`src/rtl/sdcard_init_seq_if.sv`:
```
// Bus between the SD initialisation sequencer (master) and the SD
// command-line controller (slave): clock divider, command issue and
// response signals.
interface sdcard_init_seq_if;
    logic [15:0] clkdiv;
    logic        cc_start;
    logic [15:0] cc_precnt;
    logic [5:0]  cc_cmd;
    logic [31:0] cc_arg;
    logic        cc_busy;
    logic        cc_done;
    logic        cc_timeout;
    logic        cc_syntaxe;
    logic [31:0] cc_resparg;

    modport master (output clkdiv, cc_start, cc_precnt, cc_cmd, cc_arg,
                    input  cc_busy, cc_done, cc_timeout, cc_syntaxe, cc_resparg);
    modport slave  (input  clkdiv, cc_start, cc_precnt, cc_cmd, cc_arg,
                    output cc_busy, cc_done, cc_timeout, cc_syntaxe, cc_resparg);
endinterface

```
`src/rtl/sdcard_init_seq.sv`:
```
// SD-mode card identification/initialisation sequencer:
// CMD0, CMD8, CMD55/ACMD41 loop, CMD2, CMD3, CMD7, then transfer clock.
module sdcard_init_seq #(
    parameter logic [15:0] CLKDIV_SLOW  = 16'd123,
    parameter logic [15:0] CLKDIV_FAST  = 16'd1,
    parameter logic [15:0] PRECNT_INIT  = 16'd128,
    parameter logic [15:0] PRECNT_CMD   = 16'd16,
    parameter logic [15:0] ACMD41_TRIES = 16'd4000,
    parameter logic [3:0]  CMD_TRIES    = 4'd3
) (
    input  logic              clk,
    input  logic              rstn,
    input  logic              init_start,
    output logic              ready,
    output logic              error,
    output logic [1:0]        card_type,
    output logic [15:0]       rca,
    output logic [5:0]        err_cmd,
    sdcard_init_seq_if.master cc
);

    // The command being worked on (step) is kept apart from the
    // issue/wait/evaluate phase so every command shares one handshake.
    typedef enum logic [2:0] {IDLE, ISSUE, WAIT, EVAL, READY, ERROR} state_t;
    typedef enum logic [2:0] {S_CMD0, S_CMD8, S_CMD55, S_ACMD41,
                              S_CMD2, S_CMD3, S_CMD7} step_t;

    state_t      state, state_nxt;
    step_t       step, step_nxt;
    logic [15:0] acmd_cnt, acmd_cnt_nxt;
    logic [3:0]  try_cnt, try_cnt_nxt;
    logic        rsp_to, rsp_to_nxt, rsp_se, rsp_se_nxt;
    logic [15:0] rsp_hi, rsp_hi_nxt;
    logic [11:0] rsp_lo, rsp_lo_nxt;
    logic        ready_nxt, error_nxt;
    logic [1:0]  card_type_nxt;
    logic [15:0] rca_nxt;
    logic [5:0]  err_cmd_nxt;
    logic [15:0] clkdiv_nxt, cc_precnt_nxt;
    logic        cc_start_nxt;
    logic [5:0]  cc_cmd_nxt;
    logic [31:0] cc_arg_nxt;

    logic        step_pass, acmd_last, try_last;
    logic [5:0]  step_idx;

    assign acmd_last = (acmd_cnt <= 16'd1);
    assign try_last  = (try_cnt <= 4'd1);

    // Command index of the current step and whether its response passed.
    always_comb begin
        case (step)
            S_CMD0:   step_idx = 6'd0;
            S_CMD8:   step_idx = 6'd8;
            S_CMD55:  step_idx = 6'd55;
            S_ACMD41: step_idx = 6'd41;
            S_CMD2:   step_idx = 6'd2;
            S_CMD3:   step_idx = 6'd3;
            default:  step_idx = 6'd7;
        endcase
        case (step)
            S_CMD0:   step_pass = 1'b1;
            S_CMD8:   step_pass = rsp_to | (~rsp_se & (rsp_lo == 12'h1AA));
            S_ACMD41: step_pass = ~rsp_to & rsp_hi[15];
            S_CMD3:   step_pass = ~rsp_to & ~rsp_se & (rsp_hi != 16'h0);
            default:  step_pass = ~rsp_to & ~rsp_se;
        endcase
    end

    // State and all registered outputs.
    always_ff @(posedge clk or negedge rstn) begin
        if (!rstn) begin
            state        <= IDLE;
            step         <= S_CMD0;
            acmd_cnt     <= '0;
            try_cnt      <= '0;
            rsp_to       <= 1'b0;
            rsp_se       <= 1'b0;
            rsp_hi       <= '0;
            rsp_lo       <= '0;
            ready        <= 1'b0;
            error        <= 1'b0;
            card_type    <= '0;
            rca          <= '0;
            err_cmd      <= '0;
            cc.clkdiv    <= CLKDIV_SLOW;
            cc.cc_start  <= 1'b0;
            cc.cc_precnt <= '0;
            cc.cc_cmd    <= '0;
            cc.cc_arg    <= '0;
        end else begin
            state        <= state_nxt;
            step         <= step_nxt;
            acmd_cnt     <= acmd_cnt_nxt;
            try_cnt      <= try_cnt_nxt;
            rsp_to       <= rsp_to_nxt;
            rsp_se       <= rsp_se_nxt;
            rsp_hi       <= rsp_hi_nxt;
            rsp_lo       <= rsp_lo_nxt;
            ready        <= ready_nxt;
            error        <= error_nxt;
            card_type    <= card_type_nxt;
            rca          <= rca_nxt;
            err_cmd      <= err_cmd_nxt;
            cc.clkdiv    <= clkdiv_nxt;
            cc.cc_start  <= cc_start_nxt;
            cc.cc_precnt <= cc_precnt_nxt;
            cc.cc_cmd    <= cc_cmd_nxt;
            cc.cc_arg    <= cc_arg_nxt;
        end
    end

    // Next phase and next command step.
    always_comb begin
        state_nxt = state;
        step_nxt  = step;
        case (state)
            IDLE, READY, ERROR: begin
                if (init_start) begin
                    state_nxt = ISSUE;
                    step_nxt  = S_CMD0;
                end
            end
            ISSUE: if (!cc.cc_busy) state_nxt = WAIT;
            WAIT:  if (cc.cc_done) state_nxt = EVAL;
            EVAL: begin
                state_nxt = ISSUE;
                if (step_pass) begin
                    case (step)
                        S_CMD0:   step_nxt = S_CMD8;
                        S_CMD8:   step_nxt = S_CMD55;
                        S_CMD55:  step_nxt = S_ACMD41;
                        S_ACMD41: step_nxt = S_CMD2;
                        S_CMD2:   step_nxt = S_CMD3;
                        S_CMD3:   step_nxt = S_CMD7;
                        default:  state_nxt = READY;
                    endcase
                end else begin
                    case (step)
                        S_CMD55, S_ACMD41: begin
                            step_nxt = S_CMD55;
                            if (acmd_last) state_nxt = ERROR;
                        end
                        S_CMD2, S_CMD3, S_CMD7: if (try_last) state_nxt = ERROR;
                        default: state_nxt = ERROR;
                    endcase
                end
            end
            default: state_nxt = IDLE;
        endcase
    end

    // Next values of the datapath and controller-facing registers.
    always_comb begin
        acmd_cnt_nxt  = acmd_cnt;
        try_cnt_nxt   = try_cnt;
        rsp_to_nxt    = rsp_to;
        rsp_se_nxt    = rsp_se;
        rsp_hi_nxt    = rsp_hi;
        rsp_lo_nxt    = rsp_lo;
        ready_nxt     = ready;
        error_nxt     = error;
        card_type_nxt = card_type;
        rca_nxt       = rca;
        err_cmd_nxt   = err_cmd;
        clkdiv_nxt    = cc.clkdiv;
        cc_start_nxt  = 1'b0;
        cc_precnt_nxt = cc.cc_precnt;
        cc_cmd_nxt    = cc.cc_cmd;
        cc_arg_nxt    = cc.cc_arg;
        case (state)
            IDLE, READY, ERROR: begin
                if (init_start) begin
                    ready_nxt     = 1'b0;
                    error_nxt     = 1'b0;
                    card_type_nxt = '0;
                    rca_nxt       = '0;
                    err_cmd_nxt   = '0;
                    clkdiv_nxt    = CLKDIV_SLOW;
                    acmd_cnt_nxt  = ACMD41_TRIES;
                end
            end
            ISSUE: begin
                if (!cc.cc_busy) begin
                    cc_start_nxt  = 1'b1;
                    cc_cmd_nxt    = step_idx;
                    cc_precnt_nxt = (step == S_CMD0) ? PRECNT_INIT : PRECNT_CMD;
                    case (step)
                        S_CMD8:   cc_arg_nxt = 32'h0000_01AA;
                        S_ACMD41: cc_arg_nxt = (card_type == 2'd2) ? 32'h4010_0000
                                                                   : 32'h0010_0000;
                        S_CMD7:   cc_arg_nxt = {rca, 16'h0};
                        default:  cc_arg_nxt = '0;
                    endcase
                    if (step == S_CMD7) clkdiv_nxt = CLKDIV_FAST;
                end
            end
            WAIT: begin
                if (cc.cc_done) begin
                    rsp_to_nxt = cc.cc_timeout;
                    rsp_se_nxt = cc.cc_syntaxe;
                    rsp_hi_nxt = cc.cc_resparg[31:16];
                    rsp_lo_nxt = cc.cc_resparg[11:0];
                end
            end
            EVAL: begin
                if (step_pass) begin
                    case (step)
                        S_CMD8: card_type_nxt = rsp_to ? 2'd1 : 2'd2;
                        S_ACMD41: begin
                            if (card_type == 2'd2 && rsp_hi[14]) card_type_nxt = 2'd3;
                            try_cnt_nxt = CMD_TRIES;
                        end
                        S_CMD2: try_cnt_nxt = CMD_TRIES;
                        S_CMD3: begin
                            rca_nxt     = rsp_hi;
                            try_cnt_nxt = CMD_TRIES;
                        end
                        S_CMD7:  ready_nxt = 1'b1;
                        default: ;
                    endcase
                end else begin
                    case (step)
                        S_CMD55, S_ACMD41: begin
                            acmd_cnt_nxt = acmd_last ? '0 : acmd_cnt - 16'd1;
                            if (acmd_last) begin
                                error_nxt   = 1'b1;
                                err_cmd_nxt = 6'd41;
                                clkdiv_nxt  = CLKDIV_SLOW;
                            end
                        end
                        S_CMD2, S_CMD3, S_CMD7: begin
                            try_cnt_nxt = try_last ? '0 : try_cnt - 4'd1;
                            if (try_last) begin
                                error_nxt   = 1'b1;
                                err_cmd_nxt = step_idx;
                                clkdiv_nxt  = CLKDIV_SLOW;
                            end
                        end
                        default: begin
                            error_nxt   = 1'b1;
                            err_cmd_nxt = 6'd8;
                            clkdiv_nxt  = CLKDIV_SLOW;
                        end
                    endcase
                end
            end
            default: ;
        endcase
    end

endmodule

```
`src/flat_wrapper.sv`:
```
// flat-port wrapper written by rule: the top's interface ports become plain ports
module sdcard_init_seq_flat 
#(
    parameter logic [15:0] CLKDIV_SLOW  = 16'd123,
    parameter logic [15:0] CLKDIV_FAST  = 16'd1,
    parameter logic [15:0] PRECNT_INIT  = 16'd128,
    parameter logic [15:0] PRECNT_CMD   = 16'd16,
    parameter logic [15:0] ACMD41_TRIES = 16'd4000,
    parameter logic [3:0]  CMD_TRIES    = 4'd3
)
  (clk, rstn, init_start, ready, error, card_type, rca, err_cmd, cc_clkdiv, cc_cc_start, cc_cc_precnt, cc_cc_cmd, cc_cc_arg, cc_cc_busy, cc_cc_done, cc_cc_timeout, cc_cc_syntaxe, cc_cc_resparg);
  sdcard_init_seq_if cc_i ();
  input  logic clk;
  input  logic rstn;
  input  logic init_start;
  output logic ready;
  output logic error;
  output logic [1:0] card_type;
  output logic [15:0] rca;
  output logic [5:0] err_cmd;
  output wire logic [$bits(cc_i.clkdiv)-1:0] cc_clkdiv;
  output wire logic [$bits(cc_i.cc_start)-1:0] cc_cc_start;
  output wire logic [$bits(cc_i.cc_precnt)-1:0] cc_cc_precnt;
  output wire logic [$bits(cc_i.cc_cmd)-1:0] cc_cc_cmd;
  output wire logic [$bits(cc_i.cc_arg)-1:0] cc_cc_arg;
  input wire logic [$bits(cc_i.cc_busy)-1:0] cc_cc_busy;
  input wire logic [$bits(cc_i.cc_done)-1:0] cc_cc_done;
  input wire logic [$bits(cc_i.cc_timeout)-1:0] cc_cc_timeout;
  input wire logic [$bits(cc_i.cc_syntaxe)-1:0] cc_cc_syntaxe;
  input wire logic [$bits(cc_i.cc_resparg)-1:0] cc_cc_resparg;
  assign cc_clkdiv = cc_i.clkdiv;
  assign cc_cc_start = cc_i.cc_start;
  assign cc_cc_precnt = cc_i.cc_precnt;
  assign cc_cc_cmd = cc_i.cc_cmd;
  assign cc_cc_arg = cc_i.cc_arg;
  assign cc_i.cc_busy = cc_cc_busy;
  assign cc_i.cc_done = cc_cc_done;
  assign cc_i.cc_timeout = cc_cc_timeout;
  assign cc_i.cc_syntaxe = cc_cc_syntaxe;
  assign cc_i.cc_resparg = cc_cc_resparg;
  sdcard_init_seq #(.CLKDIV_SLOW(CLKDIV_SLOW), .CLKDIV_FAST(CLKDIV_FAST), .PRECNT_INIT(PRECNT_INIT), .PRECNT_CMD(PRECNT_CMD), .ACMD41_TRIES(ACMD41_TRIES), .CMD_TRIES(CMD_TRIES)) u_core (.clk(clk), .rstn(rstn), .init_start(init_start), .ready(ready), .error(error), .card_type(card_type), .rca(rca), .err_cmd(err_cmd), .cc(cc_i));
endmodule
```
`config.mk`:
```
export PLATFORM = sky130hd
export DESIGN_NAME = sdcard_init_seq_flat
export DESIGN_NICKNAME = d
export VERILOG_FILES = /design/src/rtl/sdcard_init_seq_if.sv /design/src/rtl/sdcard_init_seq.sv /design/src/flat_wrapper.sv
export SDC_FILE = /design/constraint.sdc
export NUM_CORES = 1
export LEC_CHECK = 0
export BUFFER_PORTS_ARGS = -buffer_cell sky130_fd_sc_hd__buf_2
export CAP_MARGIN = 30
export CORE_UTILIZATION = 48
export CTS_CLUSTER_DIAMETER = 60
export DETAILED_ROUTE_END_ITERATION = 12
export PLACE_DENSITY_LB_ADDON = 0.08
export SLEW_MARGIN = 20
export SYNTH_ARGS = -nofsm -noshare
export SYNTH_HDL_FRONTEND = slang
export SYNTH_SLANG_ARGS = --single-unit
```
`constraint.sdc`:
```
create_clock -name clk -period 2.64 [get_ports clk]
set_input_delay 0.396 -clock clk [delete_from_list [all_inputs] [get_ports clk]]
set_output_delay 0.396 -clock clk [all_outputs]
set_load 0.005 [all_outputs]
```
# == Word-level counts from Yosys, hierarchy flattened ==
# Cells that the tools add are included.
# Widths: inputs -> output; s select.
# totals
ff_bits,153
in_bits,39
word_cells,145
# op_classes
addsub,2
n_lt_le_gt_ge,2
n_eq_ne,29
mux,63
bitwise,8
reduce_logical,23
# ops
op,n
$mux 16,13
$pmux 16 s2,3
$pmux 32 s3,1
$pmux 16 s3,1
$pmux 6 s6,1
$mux 31,1
$mux 3,10
$mux 6,4
$pmux 6 s2,2
$pmux 3 s6,1
$le 16x1->1 const B,1
$mux 4,4
$reduce_and 4->1,4
$reduce_bool 16->1,1
$sub 16x1->16 const B,1
$eq 3x3->1 const B,5
$eq 12x9->1 const B,1
$eq 3x2->1 const B,4
$ne 2x2->1 const B,6
$ne 3x2->1 const B,4
$pmux 3 s2,2
$pmux 3 s4,1
$reduce_and 5->1,2
$reduce_or 3->1,3
other kinds (25),51

# == Longest topological paths before layout ==
# Gate-level depths: netlist of run 1.
# logic_depth
depth_word,6
mapped_depth,12
depth_no_buf,8

# == Least setup slack after synthesis of run 1 ==
# Ideal clock, no wire load.
# synth_timing
path_type,reg-to-reg
from,reg u_core.step[1]
to,reg u_core.step[0]
setup_time_ps,129
arrival_ps,2547
required_time_ps,2511
setup_slack_ps,-36
path_stages_with_launch,11
synth_period_minus_slack_ps,2676
path_cell_list,dfrtp_1 > buf_2 > clkbuf_1 > inv_1 > ha_1 > o21ai_0 > a22oi_2 > a211oi_4 > mux2i_1 > a21boi_0 > a211oi_2
# synth_via
elab_chain_cells,4
elab_cells_between_ends,14
cone_classes,eq/ne (7); mux (4); reduce/logical (3)
# synth_rtl
element,line_no,source
start: declaration,sdcard_init_seq.sv:29,"step_t step, step_nxt;"
start signal: assignment,sdcard_init_seq.sv:93,step <= step_nxt;
$eq 3x3->1 (tied with other cells),"sdcard_init_seq.sv:61, sdcard_init_seq.sv:129",
$pmux 1 s4 (tied with other cells),sdcard_init_seq.sv:61,case (step)
$ne 8x8->1 (no line) (tied with other cells),--,
$reduce_and 4->1 (no line) / $pmux 3 s2 (equally long branches),--,
# Parallel ways exist; a longest one is shown, timed or not.
# A chain may end at the register's enable or synchronous reset.

# == Worst setup path after layout of run 1 ==
# layout_timing
from,reg u_core.step[2]
to,reg u_core.acmd_cnt[14]
# layout_via
elab_chain_cells,4
elab_cells_between_ends,10
cone_classes,eq/ne (6); mux (1); reduce/logical (3)
# layout_rtl
element,line_no,source
$eq 3x3->1 (tied with other cells),sdcard_init_seq.sv:61,
$pmux 1 s4 / $reduce_or 2->1 (equally long branches),"sdcard_init_seq.sv:61, sdcard_init_seq.sv:223",
$ne 2x2->1 (no line),--,
$reduce_and 4->1 (no line) (*),--,
end signal: assignment,sdcard_init_seq.sv:94,acmd_cnt <= acmd_cnt_nxt;
end: declaration,sdcard_init_seq.sv:30,"logic [15:0] acmd_cnt, acmd_cnt_nxt;"
# Every way passes the cells marked *; elsewhere a longest branch is shown, timed or not.

==> results of run 1 <==
logic make-up (layout without fill, tap and decap cells):
group                    after synthesis  count (layout)  share of synthesized area, %
AND/OR/NAND/NOR                      173             173                          15.0
XOR/XNOR                               2               2                         0.321
flip-flops                           109             109                          50.0
other                                  2              36                         0.137
buffers and inverters                 82             159                          8.89
AO/OA/AOI/OAI                        124             124                          15.0
multiplexers                          41              41                          8.45
adder cells (fa/ha/maj)               10              10                          2.29
final timing paths:
kind	slack, ns	endpoint	cells after the start	start
setup / recovery	0.20	u_core.acmd_cnt[14]$_DFFE_PN0P_	9	u_core.step[2]$_DFFE_PN0P_
hold / removal	0.27	u_core.rsp_hi[0]$_DFFE_PN0P_	2	cc_cc_resparg[16]
setup reg to reg	0.20	u_core.acmd_cnt[14]$_DFFE_PN0P_	9	u_core.step[2]$_DFFE_PN0P_
hold reg to reg	0.48	u_core.cc.cc_cmd[1]$_DFFE_PN0P_	2	u_core.cc.cc_cmd[1]$_DFFE_PN0P_
max in group asynchronous	1.47	u_core.rsp_lo[7]$_DFFE_PN0P_	3	rstn
min in group asynchronous	0.50	u_core.cc.cc_cmd[5]$_DFFE_PN0P_	2	rstn
worst max-delay path, delay by kind of cell, from the launching register on:
family | cells | cell delay, ns
AND/OR/NAND/NOR | 1 | 0.43
buffers and inverters | 4 | 0.78
flip-flops | 1 | 0.47
AO/OA/AOI/OAI | 3 | 0.50
XOR/XNOR | 1 | 0.17
power by group:
group	switching [mW]	total, mW	internal [mW]	leakage [nW]
registers	0.443	2.64	2.19	1.40
clock network	0.578	1.32	0.741	0.134
logic	1.21	2.26	1.05	1.58
per-layer routing:
layer	GRT usage (%)	routed length, um
met1	30.6	5720
met4	4.63	97
met3	5.62	736
met2	32.8	5350
met5	0	0
repair_timing:
item | 4_1_cts | 5_1_grt
buffers inserted | 0 | 2
hold buffers | 1 | 0
endpoints found under the setup margin | 0 | 8
hold endpoints to repair | 24 | 0
resized for setup | 0 | 1
cell type report:
| type | count | area [um^2] |
|---|---|---|
| fillers | 992 | 4600 |
| flip-flops and latches | 109 | 2730 |
| multi-input cells | 386 | 2390 |
| repair buffers | 129 | 748 |
| clock buffers | 13 | 240 |
| well taps | 140 | 175 |
| inverters | 14 | 52.6 |
| clock inverters | 3 | 46.3 |
flip-flops by register name, indices dropped and copies added (netlist names), 2 cells and up:
name,count
u_core.cc.cc_arg,17
u_core.acmd_cnt,16
u_core.rca,16
u_core.rsp_hi,16
u_core.rsp_lo,12
u_core.cc.cc_cmd,6
u_core.err_cmd,6
u_core.try_cnt,4
u_core.state,3
u_core.step,3
u_core.card_type,2
u_core.cc.cc_precnt,2
through the flow:
step	hold slack, ns	std cells	setup slack [ns]	area (um^2)
floorplan	0.100	577	0.0421	5600
CTS	0.258	792	0.108	6370
global placement	0.332	775	0.196	6070
global route	0.266	794	0.0380	6380
detailed placement	0.341	775	0.124	6070
finish	0.272	794	0.197	6380
placed cells by master, fill, tap and decap left out, types with 4 or more instances in the layout:
cell type	Yosys	final
nand3_1	8	8
nor3_1	12	12
clkbuf_16	0	9
buf_4	46	33
conb_1	2	36
clkbuf_1	18	4
ha_1	10	10
o31ai_1	6	6
nor2_1	38	38
mux2_2	33	33
a21o_1	5	5
a21oi_1	13	13
a31oi_1	5	4
or3_1	4	4
buf_2	4	94
nand2b_1	8	8
o21ai_0	55	55
nand2_1	73	73
dfrtp_1	108	108
a22o_1	15	15
inv_1	13	12
o22ai_1	4	4
mux2i_1	6	5
nor4_1	6	6
==> flow_metrics.py, run 1 <==
metrics = {
    "placement": {
        "hpwl_um": 8890,
        "globalplace.congestion": 0.844,
        "io_buffers": 95,
    },
    "cells_and_area": {
        "diodes": 0,
        "final_layout_size_suffix_gt1_share_pct": 29.4,
        "finalNetCount": 698,
        "area_growth_pct": 16.8,
        "utilization_pct": 58.1,
    },
    "floorplanning": {
        "die_w_um": 109,
        "coreArea_um2": 11000,
        "die_height_um": 109,
        "io_pins": 136,
        "rows": 38,
        "fp.dieArea_um2": 11800,
        "start_util_pct": 49.7,
    },
    "min_path": {
        "min_path_type": "in -> reg",
    },
    "logic_synthesis": {
        "ys_ff_latch": 109,
        "synth_edf_count": 0,
        "synth_common_cells": "dfrtp_1, nand2_1, o21ai_0",
        "ys_seq_area_share_pct": 50.0,
        "syn_avg_cell_area_um2": 10.1,
        "synthCells": 543,
        "synthFlopType": "dfrtp_1",
        "synth_area_leaders": "dfrtp_1, mux2_2, buf_4, o21ai_0, nand2_1",
        "async_reset_ff_share_pct": 100,
        "syn_area_um2": 5460,
        "ys_warn_count": 0,
        "yosys.area.top_type_share_pct": 49.5,
        "ys_types": 56,
        "synth_most_common_cell": "dfrtp_1",
        "yosys.area.top_type": "dfrtp_1",
    },
    "power": {
        "p_per_area_nw_per_um2": 975,
        "p_leak_nw": 3.11,
        "total_power_mw": 6.22,
        "vdd_ir_drop_max_v": 0.000634,
    },
    "critical_path": {
        "arrival_ns": 2.69,
        "end_kind": "register",
        "cp_data_required_time_ns": 2.89,
        "critical-path-max-stage-delay_ns": 0.47,
        "slowest_stage": "dfrtp_1",
        "critical_path_class": "reg -> reg",
        "path_common_cell": "buf_4",
        "setup.worst_path.start_class": "register",
        "critical_path.cell_chain": "buf_4 > xor2_1 > a211oi_1 > buf_4 > a211oi_4 > buf_4 > or3_1 > buf_4 > o31ai_1",
        "crit_path_max_fanout": 13,
    },
    "timing": {
        "setup_viol": 0,
        "fmax_mhz": 409,
        "fin_skew_ns": 0.00817,
        "worstMarginPinSlew_ns": 0.534,
        "period_minus_slack_ns": 2.44,
        "maxSlewViolCount": 0,
        "hold_viol": 0,
        "rsz0062_at_grt": "false",
        "max_slew_margin_pct": 64.4,
        "setup_total_negative_slack_ns": 0,
        "min_period_over_period_pct": 92.5,
    },
    "cts": {
        "clk_path_buf_depth": 2,
        "clock_latency_ns": 0.35,
        "numCtsBuffers": 9,
        "cts_tree": "yes",
        "clk_pin_slew_ns": 0.07,
        "cts_root_buf": "clkbuf_16",
        "cts_sinks": 109,
        "htree_levels": 3,
    },
    "run_status": {
        "outcome": "finished clean",
    },
    "routing": {
        "vias": 4166,
        "wl_per_cell_um": 15.0,
        "wl_um": 11900,
        "drc": 0,
        "drtIter0Drc": 246,
        "firstDrtPassIters": 5,
        "drtAntennaViolNets": 0,
        "vias_per_cell": 5.25,
    },
    "grt": {
        "grt_max_degree": 43,
        "grt_usage_pct": 21.4,
        "grt_pass1_vias": 3910,
        "grt-ovfl-total": 0,
        "antenna_found_initial": 0,
        "grt_pass1_wl_um": 19600,
    },
    "job": {
        "maxCapViolations": 0,
    },
}
(Power assumes the default switching activity.)
==> inputs of run 2 (changes only) <==
==> constraint.sdc (replaced) <==
create_clock -name clk -period 2.64 [get_ports clk]
set_input_delay 0.264 -clock clk [delete_from_list [all_inputs] [get_ports clk]]
set_output_delay 0.264 -clock clk [all_outputs]
set_load 0.005 [all_outputs]
==> flow_metrics.py, run 2 (synthesis results as in run 1) <==
metrics = {
    "critical_path": {
        "rr_startpoint": "u_core.acmd_cnt[6]$_DFFE_PN0P_",
        "setup.worst_path.start_class": "register",
        "end_kind": "register",
        "crit_path_max_fanout": 8,
        "cp_data_required_time_ns": 2.87,
        "timing.rr.end": "u_core.err_cmd[1]$_DFFE_PN0P_",
        "rrSetupSlack_ns": 0.13,
        "worstRegToRegCells": 7,
        "critical_path_class": "reg -> reg",
        "arrival_ns": 2.75,
    },
    "cells_and_area": {
        "fillers": 993,
        "seqCellArea_um2": 2730,
        "area_growth_pct": 17.0,
        "final_layout_size_suffix_gt1_share_pct": 29.4,
        "diodes": 0,
        "regMostFlops": "u_core.cc.cc_arg",
        "mostFrequentLayoutCells": "dfrtp_1, buf_2, nand2_1",
        "finalNetCount": 696,
        "fin_cells": 792,
        "multi_input_area_um2": 2400,
        "mostFrequentLayoutCell": "dfrtp_1",
        "largest_reg_flops": 17,
        "design_area_um2": 6390,
    },
    "cts": {
        "htree_levels": 3,
        "clk_path_buf_depth": 2,
        "cts_tree": "yes",
        "numCtsBuffers": 9,
        "cts_sinks": 109,
        "clk_pin_slew_ns": 0.07,
        "clock_latency_ns": 0.35,
        "cts_root_buf": "clkbuf_16",
    },
    "power": {
        "p_leak_nw": 3.12,
        "internal_power_mw": 4.00,
        "p_per_area_nw_per_um2": 978,
        "vdd_ir_drop_max_v": 0.000569,
        "total_power_mw": 6.25,
        "swShare_pct": 36.0,
        "power_frac_comb_pct": 35.7,
        "clockPowerShare_pct": 22.1,
        "seqPwrFrac_pct": 42.2,
        "switchingPower_mw": 2.25,
    },
    "grt": {
        "antenna_found_initial": 0,
        "grt_pass1_wl_um": 19500,
        "grt_max_degree": 55,
        "grt_usage_pct": 21.4,
        "grt_pass1_vias": 3846,
        "grt-ovfl-total": 0,
    },
    "floorplanning": {
        "fp.dieArea_um2": 11800,
        "coreArea_um2": 11000,
        "die_w_um": 109,
        "io_pins": 136,
        "start_util_pct": 49.7,
        "rows": 38,
        "die_height_um": 109,
    },
    "timing": {
        "rsz0062_at_grt": "true",
        "setup_viol": 0,
        "period_minus_slack_ns": 2.51,
        "fmax_mhz": 398,
        "worstMarginPinSlew_ns": 0.712,
        "worst_slack_ns": 0.126,
        "hold_viol": 0,
        "max_slew_margin_pct": 52.5,
        "min_period_over_period_pct": 95.2,
        "fin_skew_ns": 0.00773,
        "maxSlewViolCount": 0,
    },
    "min_path": {
        "min_from": "cc_cc_resparg[10]",
        "holdPathStages": 2,
        "min_to": "u_core.rsp_lo[10]$_DFFE_PN0P_",
        "min_path_type": "in -> reg",
    },
    "placement": {
        "globalplace.congestion": 0.849,
        "preCtsSetupSlack_ns": 0.129,
        "io_buffers": 95,
        "hpwl_um": 8720,
        "place_inst": 772,
        "placed_cell_area_um2": 6050,
    },
    "routing": {
        "wl_um": 11900,
        "drtIter0Drc": 218,
        "drc": 0,
        "firstDrtPassIters": 5,
        "vias_per_cell": 5.25,
        "drtAntennaViolNets": 0,
        "wl_per_cell_um": 15.0,
        "vias": 4159,
    },
    "run_status": {
        "outcome": "finished clean",
    },
    "job": {
        "maxCapViolations": 0,
    },
}
## run 2: cell count changes in the layout (fill, tap and decap cells not counted)
| cell | delta |
|---|---|
| inv_2 | -1 |
| o41ai_1 | -1 |
| inv_1 | +1 |
| clkbuf_8 | +1 |
| clkbuf_1 | -2 |
| inv_6 | +1 |
| clkinv_4 | +1 |
| buf_4 | -2 |
| clkinvlp_4 | -1 |
| o41ai_2 | +1 |
## run 2: power by group through the flow
| stage | logic [mW] | registers [mW] | clock network (mW) |
|---|---|---|---|
| global route | 2.51 | 2.72 | 1.48 |
| global placement | 2.18 | 2.64 | 0 |
| CTS | 2.22 | 2.64 | 1.42 |
| floorplan | 1.53 | 2.55 | 0 |
| detailed placement | 2.22 | 2.67 | 0 |
| finish | 2.23 | 2.64 | 1.38 |
## run 2: timing repair
item | in CTS | in global routing
buffers inserted | 0 | 3
resized for setup | 0 | 1
endpoints found under the setup margin | 0 | 1
endpoints found under the hold margin | 8 | 0
hold buffers | 1 | 0
## run 2: worst max-delay path by stage
stage / startpoint / endpoint / cells past startpoint
floorplan: u_core.step[2]$_DFFE_PN0P_ / u_core.step[0]$_DFFE_PN0P_ / 9
global placement: u_core.acmd_cnt[6]$_DFFE_PN0P_ / u_core.err_cmd[1]$_DFFE_PN0P_ / 7
detailed placement: u_core.step[1]$_DFFE_PN0P_ / u_core.step[0]$_DFFE_PN0P_ / 8
CTS: u_core.acmd_cnt[6]$_DFFE_PN0P_ / u_core.err_cmd[1]$_DFFE_PN0P_ / 7
global route: u_core.step[1]$_DFFE_PN0P_ / u_core.step[0]$_DFFE_PN0P_ / 8
finish: u_core.acmd_cnt[6]$_DFFE_PN0P_ / u_core.err_cmd[1]$_DFFE_PN0P_ / 7
## run 2: critical path: stages, from the launching register on
cell     delay (ns)
dfrtp_1        0.43
or4_4          0.57
or2_4          0.27
nor3_4         0.35
o22ai_2        0.16
nor2_2         0.11
o21ai_2        0.16
mux2_4         0.34
## run 2: final cells by class
type	instances	area share [%]
flip-flops and latches	109	42.7
multi-input cells	386	37.5
repair buffers	127	11.5
clock buffers	12	3.86
well taps	140	2.74
clock inverters	4	0.881
inverters	14	0.822
## run 2: per-stage QoR
| stage | utilization [%] | hold slack [ns] | TNS [ns] |
|---|---|---|---|
| finish | 58.2 | 0.140 | 0 |
| global route | 58.2 | 0.134 | -0.0320 |
| CTS | 57.9 | 0.129 | 0 |
| detailed placement | 55.1 | 0.375 | 0 |
| global placement | 55.1 | 0.365 | 0 |
| floorplan | - | -0.0316 | 0 |
## run 2: routing by layer
| metal | track usage, % | wire length (um) | vias to the layer above |
|---|---|---|---|
| met5 | 0 | 0 | - |
| li1 | - | - | 2035 |
| met3 | 4.18 | 462 | 15 |
| met1 | 31.3 | 5950 | 1999 |
| met2 | 31.3 | 5300 | 110 |
| met4 | 8.30 | 204 | 0 |
==> inputs of run 3 (changes only) <==
CELL_PAD_IN_SITES_DETAIL_PLACEMENT = 0   (was unset)
CELL_PAD_IN_SITES_GLOBAL_PLACEMENT = 2   (was unset)
CORE_UTILIZATION = 30   (was 48)
==> flow_metrics.py, run 3 (synthesis results as in run 1) <==
metrics = {
    "run_status": {
        "outcome": "finished clean",
    },
    "timing": {
        "fin_skew_ns": 0.00893,
        "setup_viol": 0,
        "rsz0062_at_grt": "false",
        "period_minus_slack_ns": 2.46,
        "maxSlewViolCount": 0,
        "max_slew_margin_pct": 61.6,
        "setup_total_negative_slack_ns": 0,
        "min_period_over_period_pct": 93.0,
        "fmax_mhz": 407,
        "hold_viol": 0,
        "worstMarginPinSlew_ns": 0.576,
    },
    "placement": {
        "place_inst": 861,
        "placed_cell_area_um2": 6170,
        "io_buffers": 95,
        "globalplace.congestion": 0.761,
        "hpwl_um": 10300,
    },
    "cells_and_area": {
        "final_layout_size_suffix_gt1_share_pct": 30.1,
        "largest_reg_flops": 17,
        "diodes": 0,
        "regMostFlops": "u_core.cc.cc_arg",
        "area_growth_pct": 19.1,
        "design_area_um2": 6510,
        "finalNetCount": 698,
        "fin_cells": 879,
        "utilization_pct": 37.1,
        "mostFrequentLayoutCell": "dfrtp_1",
        "mostFrequentLayoutCells": "dfrtp_1, buf_2, nand2_1",
    },
    "critical_path": {
        "critical-path-max-stage-delay_ns": 0.58,
        "end_kind": "register",
        "critical_path_class": "reg -> reg",
        "worstRegToRegCells": 7,
        "slowest_stage": "or4_4",
        "arrival_ns": 2.70,
        "setup.worst_path.start_class": "register",
        "rr_startpoint": "u_core.acmd_cnt[6]$_DFFE_PN0P_",
        "timing.rr.end": "u_core.err_cmd[1]$_DFFE_PN0P_",
        "rrSetupSlack_ns": 0.18,
        "crit_path_max_fanout": 7,
        "cp_data_required_time_ns": 2.88,
        "critical_path.cell_chain": "or4_4 > or2_4 > nor3_4 > o22ai_2 > nor2_2 > o21ai_2 > mux2_4",
    },
    "grt": {
        "grt_max_degree": 70,
        "grt-ovfl-total": 0,
        "antenna_found_initial": 0,
        "grt_pass1_wl_um": 22000,
        "grt_usage_pct": 15.5,
        "grt_pass1_vias": 3992,
    },
    "power": {
        "swShare_pct": 37.7,
        "clockPowerShare_pct": 21.1,
        "vdd_ir_drop_max_v": 0.000387,
        "switchingPower_mw": 2.38,
        "p_per_area_nw_per_um2": 968,
        "p_leak_nw": 3.12,
        "power_frac_comb_pct": 36.6,
        "seqPwrFrac_pct": 42.3,
        "internal_power_mw": 3.92,
        "total_power_mw": 6.30,
    },
    "routing": {
        "wl_per_cell_um": 15.8,
        "drc": 0,
        "vias_per_cell": 4.74,
        "firstDrtPassIters": 4,
        "drtAntennaViolNets": 0,
        "wl_um": 13900,
        "vias": 4164,
        "drtIter0Drc": 162,
    },
    "min_path": {
        "min_from": "cc_cc_resparg[6]",
        "min_to": "u_core.rsp_lo[6]$_DFFE_PN0P_",
        "holdPathStages": 2,
        "min_path_type": "in -> reg",
    },
    "job": {
        "maxCapViolations": 0,
    },
    "floorplanning": {
        "die_w_um": 137,
        "die_height_um": 137,
        "rows": 48,
        "start_util_pct": 31.2,
        "fp.dieArea_um2": 18800,
        "coreArea_um2": 17500,
        "io_pins": 136,
    },
    "cts": {
        "clock_latency_ns": 0.36,
        "htree_levels": 3,
        "cts_sinks": 109,
        "clk_pin_slew_ns": 0.08,
        "clk_path_buf_depth": 2,
        "cts_tree": "yes",
        "numCtsBuffers": 9,
        "post_cts.repair.setup_buffers": 0,
        "cts_root_buf": "clkbuf_16",
    },
}
-- run 3: cell count changes in the layout (fill, tap and decap cells not counted), sizes merged --
cell / change
clkinv: +1
clkinvlp: +1
bufinv: -1
clkbuf: -1
buf: +2
-- run 3: worst max-delay path by stage --
stage / startpoint / to
finish: u_core.acmd_cnt[6]$_DFFE_PN0P_ / u_core.err_cmd[1]$_DFFE_PN0P_
global route: u_core.acmd_cnt[6]$_DFFE_PN0P_ / u_core.err_cmd[1]$_DFFE_PN0P_
CTS: u_core.step[1]$_DFFE_PN0P_ / u_core.card_type[1]$_DFFE_PN0P_
detailed placement: u_core.step[1]$_DFFE_PN0P_ / u_core.card_type[1]$_DFFE_PN0P_
global placement: u_core.acmd_cnt[6]$_DFFE_PN0P_ / u_core.err_cmd[1]$_DFFE_PN0P_
floorplan: u_core.step[2]$_DFFE_PN0P_ / u_core.step[0]$_DFFE_PN0P_
-- run 3: what timing repair did --
| action | in CTS | in global routing |
|---|---|---|
| setup endpoints to repair | 0 | 24 |
| hold buffers | 0 | 1 |
| gates resized for setup | 0 | 3 |
| hold endpoints to repair | 0 | 21 |
-- run 3: metrics by stage --
step | hold WS (ns) | setup WS (ns)
after floorplan | -0.0316 | 0.0421
after global placement | 0.454 | 0.147
after detailed placement | 0.465 | 0.115
after CTS | 0.0850 | 0.112
after global routing | 0.128 | 0.0428
final | 0.139 | 0.184
-- run 3: worst max-delay path: cells and delay by family (launching register included) --
| family | cells | cell delay [ns] |
|---|---|---|
| multiplexers | 1 | 0.35 |
| flip-flops | 1 | 0.44 |
| AND/OR/NAND/NOR | 4 | 1.23 |
| AO/OA/AOI/OAI | 2 | 0.33 |
-- run 3: power groups by stage --
| stage | Combinational (mW) | Clock (mW) | Sequential [mW] |
|---|---|---|---|
| 2_1_floorplan | 1.53 | 0 | 2.55 |
| 3_3_place_gp | 2.30 | 0 | 2.68 |
| 3_5_place_dp | 2.33 | 0 | 2.70 |
| 4_1_cts | 2.34 | 1.39 | 2.67 |
| 5_1_grt | 2.59 | 1.45 | 2.75 |
| 6_report | 2.31 | 1.33 | 2.67 |
-- run 3: routing by layer --
metal	routed length (um)	vias to the layer above	global-route usage [%]	share of wire, %
met2	6030	116	22.7	43
li1	-	2039	-	-
met5	0	-	0	0
met1	7080	1996	22.7	51
met3	671	13	3.44	4.8
met4	127	0	4.21	0.91
-- run 3: cell type report --
class	instances	area (um^2)
clock buffers	11	243
clock inverters	5	43.8
fillers	1799	11000
inverters	14	52.6
multi-input cells	386	2400
flip-flops and latches	109	2730
well taps	225	282
repair buffers	129	756
